## config.mk

```make
export PLATFORM = sky130hd
export DESIGN_NAME = regfile_dump_reader
export DESIGN_NICKNAME = d
export VERILOG_FILES = /design/src/rtl/regfile_dump_reader.sv
export SDC_FILE = /design/constraint.sdc
export NUM_CORES = 1
export LEC_CHECK = 0
export CORE_MARGIN = 4
export CORE_UTILIZATION = 25
export DETAILED_ROUTE_END_ITERATION = 8
export GPL_ROUTABILITY_DRIVEN = 0
export HOLD_SLACK_MARGIN = 0.15
export REMOVE_ABC_BUFFERS = 1
export SLEW_MARGIN = 20
export SYNTH_ARGS = -nofsm -noshare
export SYNTH_HDL_FRONTEND = slang
export SYNTH_SLANG_ARGS = --single-unit
export TNS_END_PERCENT = 5
```

## constraint.sdc

```tcl
create_clock -name clk -period 2.2 [get_ports clk]
set_input_delay 0.55 -clock clk [delete_from_list [all_inputs] [get_ports clk]]
set_output_delay 0.55 -clock clk [all_outputs]
set_load 0.1 [all_outputs]
```

## src/rtl/regfile_dump_reader.sv

```systemverilog
// rtl/regfile_dump_reader.sv - sequential register-file read-out engine streaming indexed words
module regfile_dump_reader #(
  parameter int NREGS = 32,
  parameter int AW    = 5,
  parameter int DW    = 32
) (
  input  logic          clk,
  input  logic          clr,
  input  logic          start,
  input  logic          abort,
  input  logic [AW-1:0] first_reg,
  input  logic [AW-1:0] last_reg,
  output logic [AW-1:0] rd_addr,
  input  logic [DW-1:0] rd_data,
  output logic          out_valid,
  input  logic          out_ready,
  output logic [DW-1:0] out_data,
  output logic [AW-1:0] out_index,
  output logic          out_last,
  output logic          busy,
  output logic          done
);

  typedef enum logic [1:0] {
    S_IDLE  = 2'd0,
    S_READ  = 2'd1,
    S_DRAIN = 2'd2
  } state_t;

  state_t        r_state;
  state_t        w_next;
  logic [AW-1:0] r_rd_addr;
  logic [AW-1:0] r_last_reg;
  logic          r_out_valid;
  logic [DW-1:0] r_out_data;
  logic [AW-1:0] r_out_index;
  logic          r_out_last;
  logic          r_done;
  logic          w_busy;
  logic          w_load;
  logic          w_accept;
  logic          w_at_last;
  logic [AW-1:0] w_addr_inc;

  // A new word may enter the output register when it is empty or being drained this cycle.
  assign w_load     = (r_state == S_READ) && (!r_out_valid || out_ready);
  assign w_accept   = r_out_valid && out_ready;
  assign w_at_last  = (r_rd_addr == r_last_reg);
  assign w_addr_inc = (r_rd_addr == AW'(NREGS - 1)) ? '0 : r_rd_addr + 1'b1;

  // State register.
  always_ff @(posedge clk or posedge clr) begin
    if (clr) begin
      r_state <= S_IDLE;
    end else begin
      r_state <= w_next;
    end
  end

  // Next-state: walk READ until the last index is loaded, then DRAIN until it is accepted.
  always_comb begin
    w_next = r_state;
    case (r_state)
      S_IDLE:  if (start) w_next = S_READ;
      S_READ:  if (w_load && w_at_last) w_next = S_DRAIN;
      S_DRAIN: if (w_accept) w_next = S_IDLE;
      default: w_next = S_IDLE;
    endcase
    if (abort) w_next = S_IDLE;
  end

  // State-derived outputs.
  always_comb begin
    w_busy = (r_state != S_IDLE);
  end

  // Read-address walk, output word register and done pulse.
  always_ff @(posedge clk or posedge clr) begin
    if (clr) begin
      r_rd_addr   <= '0;
      r_last_reg  <= '0;
      r_out_valid <= 1'b0;
      r_out_data  <= '0;
      r_out_index <= '0;
      r_out_last  <= 1'b0;
      r_done      <= 1'b0;
    end else if (abort) begin
      // rd_addr and the data/index fields are left as they are; only the handshake is dropped.
      r_out_valid <= 1'b0;
      r_out_last  <= 1'b0;
      r_done      <= 1'b0;
    end else begin
      r_done <= (r_state == S_DRAIN) && w_accept;
      if ((r_state == S_IDLE) && start) begin
        r_rd_addr  <= first_reg;
        r_last_reg <= last_reg;
      end
      if (w_load) begin
        // rd_data is sampled at this edge, so a same-edge register-file write is not seen.
        r_out_data  <= rd_data;
        r_out_index <= r_rd_addr;
        r_out_last  <= w_at_last;
        r_out_valid <= 1'b1;
        if (!w_at_last) begin
          r_rd_addr <= w_addr_inc;
        end
      end else if (w_accept) begin
        r_out_valid <= 1'b0;
      end
    end
  end

  assign rd_addr   = r_rd_addr;
  assign out_valid = r_out_valid;
  assign out_data  = r_out_data;
  assign out_index = r_out_index;
  assign out_last  = r_out_last;
  assign busy      = w_busy;
  assign done      = r_done;

endmodule

```

After elaboration in Yosys (flattened, before gate mapping)
Cells that the tools add are included.
{ "word_totals": {"elab_cells": 46, "register_bits": 52, "input_bits": 47} }
{ "classes": {"n_eq_ne": 7, "bitwise_logic": 1, "add_sub_neg": 1, "n_mux": 15, "reduce_logical": 14} }
{ "op_table": {"columns": ["cell", "count"], "rows": [
  ["$mux 5", 4],
  ["$mux 2", 4],
  ["$mux 1", 6],
  ["$ne 3x3->1 const B", 2],
  ["$pmux 2 s3", 1],
  ["$add 5x1->5 const B", 1],
  ["$eq 5x5->1", 1],
  ["$eq 5x5->1 const B", 1],
  ["$logic_and 1x1->1", 5],
  ["$reduce_and 2->1", 2],
  ["$reduce_bool 2->1", 2],
  ["$ne 3x2->1 const B", 1],
  ["$reduce_and 3->1", 1],
  ["$reduce_bool 3->1", 1],
  ["$eq 2x1->1 const B", 1],
  ["$eq 2x2->1 const B", 1],
  ["$logic_not 2->1", 1],
  ["$logic_not 1->1", 1],
  ["$logic_or 1x1->1", 1],
  ["$not 1->1", 1]
]} }

Depth between registers and ports, before layout
Gate-level depths: netlist (run 1).
{ "logic_depth": {"word_depth": 7, "ltp_mapped": 8, "depth_no_buf": 8} }

Worst setup path before layout (run 1)
Ideal clock, no wire load.
{ "synth_path": {"path_type": "flip-flop to flip-flop", "startpoint": "register r_rd_addr[0], in the netlist rd_addr[0]", "endpoint": "register r_rd_addr[3], in the netlist rd_addr[3]", "setup_slack_ns": -0.140, "period_less_slack_ns": 2.340, "setup_time_ns": 0.167, "path_buffers": 0, "t_arrival_ns": 2.173, "path_stages_with_launch": 9, "t_required_ns": 2.033, "path_cell_list": "dfrtp_1 ha_1 and3_1 ha_1 a31oi_1 nand4_1 o21ba_2 o21ai_1 o311ai_1"} }
{ "synth_via": {"elab_chain_len": 4, "word_cells_on_any_way": 6, "classes_between": "1 x add/sub; 2 x eq/ne; 3 x mux"} }
{ "synth_rtl": {"columns": ["item", "line_no", "source"], "rows": [
  ["start, declared", "32", "logic [AW-1:0] r_rd_addr;"],
  ["start signal, assigned", "95", "r_rd_addr <= first_reg;"],
  ["start signal, assigned", "105", "r_rd_addr <= w_addr_inc;"],
  ["$add 5x1->5 or $eq 5x5->1 (tied branches)", "49", "assign w_addr_inc = (r_rd_addr == AW'(NREGS - 1)) ? '0 : r_rd_addr + 1'b1;"],
  ["$mux 5", "49", null],
  ["$mux 5 (*)", "104", "if (!w_at_last) begin"],
  ["$mux 5 (*)", "98", "if (w_load) begin"]
]} }
Mark *: on every way between the ends. The rest lies on a longest branch, timed or not.
A chain may end at the register's enable or synchronous reset.

==> impl_metrics.ini, run 1 <==
[critical_path]
critPathBufInv = 2
critPathTopFamily = buffers and inverters
crit_path_max_fanout = 4
crit_type = in -> reg
reg2reg_slack_ns = 0.41
r2r_start = rd_addr[0]
cp-end-kind = flip-flop
crit_chain = clkdlybuf4s50_1 -> nor4b_4 -> buf_4 -> mux2_4 -> mux2_1
arrival_ns = 2.09
cp_data_required_time_ns = 2.39
startpoint_type = input pin
cp_slowest_cell = clkdlybuf4s50_1
slowest_delay_ns = 0.50
r2r_cells = 8
timing.rr.end = rd_addr[3]

[timing]
hold_violations = 0
min_period_ns = 1.91
fin_ws_ns = 0.293
worst_slew_pin_slew_ns = 0.414
rsz0062_at_grt = no
finalCritPeriodShare_pct = 86.7
setup_viol = 0
fin_setup_tns_ns = 0
max_freq_mhz = 524
relSlewSlack_pct = 72.2
fin_skew_ns = 0.00481
slew_violations = 0

[logic_synthesis]
synthMuxAreaShare_pct = 23.6
synth-seq-cells = 52
yosysSeqAreaShare_pct = 58.6
synth_xor_area_share_pct = 1.97
syn_area_mm2 = 0.00222
syn-instance-count = 158
synth-compound-area-share_pct = 5.07
ys_warn_count = 0
synth_adder_area_share_pct = 1.13
synth_top_family_by_area = multiplexers
yosysTopAreaCell = dfrtp_1
yosysTopAreaCellShare_pct = 58.6
synth_simple_gate_area_share_pct = 7.32
synth.distinct_cells = 36
avgSynthCellArea_um2 = 14.1
yosys-top-cells-area = dfrtp_1 (59%), mux2_2 (21%), xnor2_1 (2.0%)

[clock_tree]
cts_made_buffers = 5
post_cts_buffers = 0
clock_latency_ns = 0.29
cts.clk_slew.worst_paths_ns = 0.09
clk_path_buf_depth = 2
clkSinkCount = 52
clockRootBuffer = clkbuf_8
tritoncts = built
cts-htree-levels = 2
cts_resized = 0
postCtsHoldBufs = 0

[place]
postPlaceCellArea_mm2 = 0.00327
dp_slack_ns = -0.0210
portBuffers = 92
place_hpwl_um = 4010

[detailed_routing]
vias_per_cell = 4.40
drc = 0
first_pass_iters = 3
detail-route-antenna-nets = 0
vias = 1638
wl_per_cell_um = 14.0
dr.first_iter.drc_count = 17
routed_wl_um = 5210

[finish]
final_nets = 312
fin_area_mm2 = 0.00336
synthToLayoutAreaGrowth_pct = 51.3
largest_register_ffs = 32
diodes = 0
drive_above_1_share_pct = 43.9

[grt]
grt_pass1_vias = 1661
grt_overflow = 0
grt_first_pass_wirelength_um = 8230
grtUsageTotal_pct = 10.0
antenna_found_initial = 0
grt_max_degree = 28

[flow_run]
max_cap_viol_count = 0

[min_path]
min_path_type = in -> async

[floorplanning]
core_area_mm2 = 0.00868
rows = 34
die_area_mm2 = 0.0105
initial_core_util_pct = 25.6
ios = 93
die_w_um = 102
fp.dieH_um = 102

[outcome]
status = complete, no violations
==> synthesized netlist by cell type <==
| cell | number |
|---|---|
| nor2b_1 | 1 |
| nand3_2 | 1 |
| and3_1 | 1 |
| nand3_1 | 2 |
| ha_1 | 2 |
| nand2_1 | 6 |
| nor2_2 | 1 |
| o21ai_0 | 2 |
| a2111oi_0 | 1 |
| a21oi_1 | 4 |
| mux2_2 | 42 |
| buf_6 | 1 |
| nor4b_4 | 1 |
| dfrtp_1 | 52 |
| mux2_1 | 2 |
| o21ai_1 | 1 |
| nand2b_1 | 4 |
| nor4_1 | 1 |
| o31ai_1 | 2 |
| nor3_1 | 1 |
| nor2_1 | 4 |
| a21o_1 | 1 |
| mux2_4 | 2 |
| a211oi_1 | 1 |
| xnor2_1 | 5 |
| o211ai_1 | 1 |
| or3_1 | 1 |
| o21ba_2 | 1 |
| inv_1 | 2 |
| o311ai_1 | 1 |
| buf_4 | 1 |
| nor3b_1 | 1 |
| or2_2 | 1 |
| buf_2 | 5 |
| nand4_1 | 1 |
| a31oi_1 | 2 |
==> worst max-delay path by stage <==
stage,startpoint,endpoint,slack (ns),depth (start not counted)
finish,abort,rd_addr[4],0.29,5
global placement,abort,rd_addr[1],-0.003,5
global route,out_ready,rd_addr[3],0.20,6
detailed placement,abort,rd_addr[4],-0.02,5
CTS,abort,rd_addr[4],0.30,5
floorplan,out_valid,rd_addr[3],-0.83,4
==> cells by family (layout without fill, tap and decap cells) <==
family | count (synthesis) | count (layout)
compound gates | 17 | 17
flops | 52 | 52
xor+xnor | 5 | 5
fa+ha+maj | 2 | 2
buf+inv | 9 | 115
mux | 46 | 46
simple gates | 27 | 27
==> area by class of cell <==
type / instances / area (um2)
clock buffer: 8 / 90.1
tap: 108 / 135
multi-input combinational: 97 / 875
inverter: 2 / 7.51
fill: 878 / 5320
sequential: 52 / 1300
timing repair buffer: 105 / 953
==> layer usage <==
layer	vias up	track usage [%]	routed length, um
li1	770	-	-
met1	809	12.2	2130
met2	52	16.8	2640
met3	7	3.75	403
met4	0	2.42	31
met5	-	0	0
==> per-stage QoR <==
stage / std cells / hold WS (ns) / utilization [%]
after floorplan: 151 / 0.502 / -
after global placement: 364 / 0.489 / 37.7
after detailed placement: 364 / 0.494 / 37.7
after CTS: 372 / 0.403 / 38.7
after global routing: 372 / 0.395 / 38.7
final: 372 / 0.415 / 38.7
==> cell usage in the layout, fill, tap and decap left out, drive strengths merged, types with 2 or more instances in the layout <==
cell type	synthesis	layout
clkbuf	0	8
nand3	3	3
inv	2	2
clkdlybuf4s50	0	46
xnor2	5	5
nor2	5	5
buf	7	59
mux2	46	46
a31oi	2	2
nand2b	4	4
ha	2	2
dfrtp	52	52
nand2	6	6
o31ai	2	2
o21ai	3	3
a21oi	4	4
==> worst register-to-register path, delay by kind of cell, from the launching register on <==
family / cells / cell delay, ns
compound gates: 4 / 0.59
simple gates: 2 / 0.30
flops: 1 / 0.39
fa+ha+maj: 2 / 0.43
Power of run 1 is not shown: default switching activity piles up to over one toggle a cycle in this logic, so the estimate is an artifact.
==> run 2: changes to the inputs <==
- CORE_UTILIZATION: 25 -> 38
- HOLD_SLACK_MARGIN: 0.15 -> 0.05
- PLACE_DENSITY: unset -> 0.75
- clock period: 2.2 -> 1.55 ns (I/O delays scaled with it)
==> run 2 against run 1 <==
Routed wire length is 13% higher; count of clock-buffer cells in the layout decreased by 3; register-to-register slack got worse by 0.51 ns; die area is 32% lower; clock skew increased by 0.0034 ns; sequential share of layout area down 7.3 points; global-route usage rose by 6.4 points; the flow now finishes with violations (setup timing); critical endpoint is now rd_addr[3]; final cell count fell by 6.2%; critical path depth up 3; design area rose by 23%; sequential cell count unchanged; hold slack improved by 0.048 ns.
==> impl_metrics.ini, run 2 (synthesized netlist as in run 1, its figures left out) <==
[floorplanning]
rows = 27
die_area_mm2 = 0.00714
die_w_um = 84.5
fp.dieH_um = 84.5
initial_core_util_pct = 39.9
core_area_mm2 = 0.00557
ios = 93

[critical_path]
crit_type = reg -> reg
cp-end-kind = flip-flop
crit_path_max_fanout = 3
slowest_delay_ns = 0.40
crit_chain = ha_2 -> and3_4 -> ha_4 -> a31oi_1 -> nand4_1 -> o21ba_4 -> o21ai_2 -> o311ai_2
arrival_ns = 1.86
cp_slowest_cell = dfrtp_1
cp_data_required_time_ns = 1.76
crit_start = rd_addr[0]
critPathTopFamily = compound AO/OA/AOI/OAI gates
critPathBufInv = 0
startpoint_type = flip-flop
r2r_start = rd_addr[0]

[finish]
drive_above_1_share_pct = 52.0
final_cell_mix = dfrtp_1 (51), buf_12 (47), clkdlybuf4s50_1 (44), mux2_2 (37), buf_4 (20)
final_util_pct = 74.3
largest_register_ffs = 32
layout.cells.non_filler = 349
synthToLayoutAreaGrowth_pct = 86.4
final_common_cell = dfrtp_1
final_nets = 325
diodes = 0

[outcome]
violations = setup timing
status = finished with violations

[timing]
finalCritPeriodShare_pct = 106
hold_violations = 0
relSlewSlack_pct = 76.1
slew_violations = 0
fin_ws_ns = -0.100
setup_viol = 6
min_period_ns = 1.65
fin_skew_ns = 0.00820
max_freq_mhz = 606
fin_setup_tns_ns = -0.465
worst_slew_pin_slew_ns = 0.356
rsz0062_at_grt = yes

[detailed_routing]
dr.first_iter.drc_count = 63
drc = 0
detail-route-antenna-nets = 0
routed_wl_um = 5900
vias = 1725
wl_per_cell_um = 16.9
vias_per_cell = 4.94
first_pass_iters = 4

[power_and_ir_drop]
pwr-share-clk_pct = 13.4
leakage_nw = 1.80
power_density_mw_per_mm2 = 2280
seqPwrFrac_pct = 23.6
internal-power_mw = 4.87
p_total_mw = 9.44
switchingPower_mw = 4.57
p_sw_share_pct = 48.4
p_comb_share_pct = 63.0
ir_worst_vdd_v = 0.00138

[grt]
grtUsageTotal_pct = 16.4
antenna_found_initial = 0
grt_first_pass_wirelength_um = 9320
grt_use_met3_pct = 5.20
grt.met1_usage_pct = 20.2
grtUsageMet2_pct = 28.0
grt_pass1_vias = 1862
grt_max_degree = 53
busiest_layer = met2
grt_overflow = 0

[clock_tree]
postCtsHoldBufs = 0
tritoncts = built
clk_path_buf_depth = 2
cts.clk_slew.worst_paths_ns = 0.10
clockRootBuffer = clkbuf_8
cts-htree-levels = 2
clkSinkCount = 52
cts_made_buffers = 5
clock_latency_ns = 0.30

[place]
numPlacedInstances = 338
place_hpwl_um = 4230
portBuffers = 92
dp_slack_ns = -0.543

[min_path]
min_path_type = in -> async

[flow_run]
max_cap_viol_count = 0
[run 2: cell types whose count changed in the layout (fill, tap and decap cells not counted), sizes merged]
cell           change
buf               +13
dlygate4sd2        +2
clkbuf             -3
bufinv             +3
clkdlybuf4s50      -2
[run 2: area by class of cell]
cell class	count	area [um2]
Sequential cell	52	1300
Timing Repair Buffer	118	1610
Clock inverter	3	90.1
Multi-Input combinational cell	97	975
Fill cell	340	1430
Inverter	2	7.51
Tap cell	72	90.1
Clock buffer	5	68.8
[run 2: routing by layer]
metal / wire (um) / up-vias
met1: 2440 / 846
met2: 2970 / 78
met5: 0 / -
li1: - / 795
met3: 421 / 6
met4: 64 / 0
[run 2: worst paths after layout]
path / to / slack [ns] / cells after the start
setup / recovery: rd_addr[3] / -0.10 / 8
min in group clk: r_last_reg[1] / 0.54 / 1
hold / removal: out_data[27] / 0.46 / 3
setup reg to reg: rd_addr[3] / -0.10 / 8
hold reg to reg: r_last_reg[1] / 0.54 / 1
max in group asynchronous: r_state[0] / 0.85 / 3
[run 2: metrics by stage]
stage	hold WS, ns	cell area [um2]
floorplan	0.451	2180
global placement	0.512	3840
detailed placement	0.519	3840
CTS	0.470	4090
global route	0.495	4140
finish	0.464	4140
[run 2: power groups by stage]
| stage | clock, mW | combinational (mW) | sequential [mW] |
|---|---|---|---|
| 6_report | 1.26 | 5.95 | 2.23 |
| 2_1_floorplan | 0 | 0.724 | 4.91 |
| 3_3_place_gp | 0 | 5.77 | 2.21 |
| 5_1_grt | 1.35 | 6.11 | 2.28 |
| 3_5_place_dp | 0 | 5.82 | 2.24 |
| 4_1_cts | 1.29 | 5.91 | 2.22 |
[run 2: timing repair]
action | CTS | global route
gates resized for setup | 19 | 12
hold endpoints to repair | 0 | 0
buffers inserted | 3 | 0
setup endpoints to repair | 48 | 29
pin swaps | 6 | 5
[run 2: worst register-to-register path: cells and delay by family, from the launching register on]
kind,cells,cell delay [ns]
flops,1,0.40
fa+ha+maj,2,0.35
simple gates,2,0.30
compound gates,4,0.51
Power figures use the tool's default switching activity.
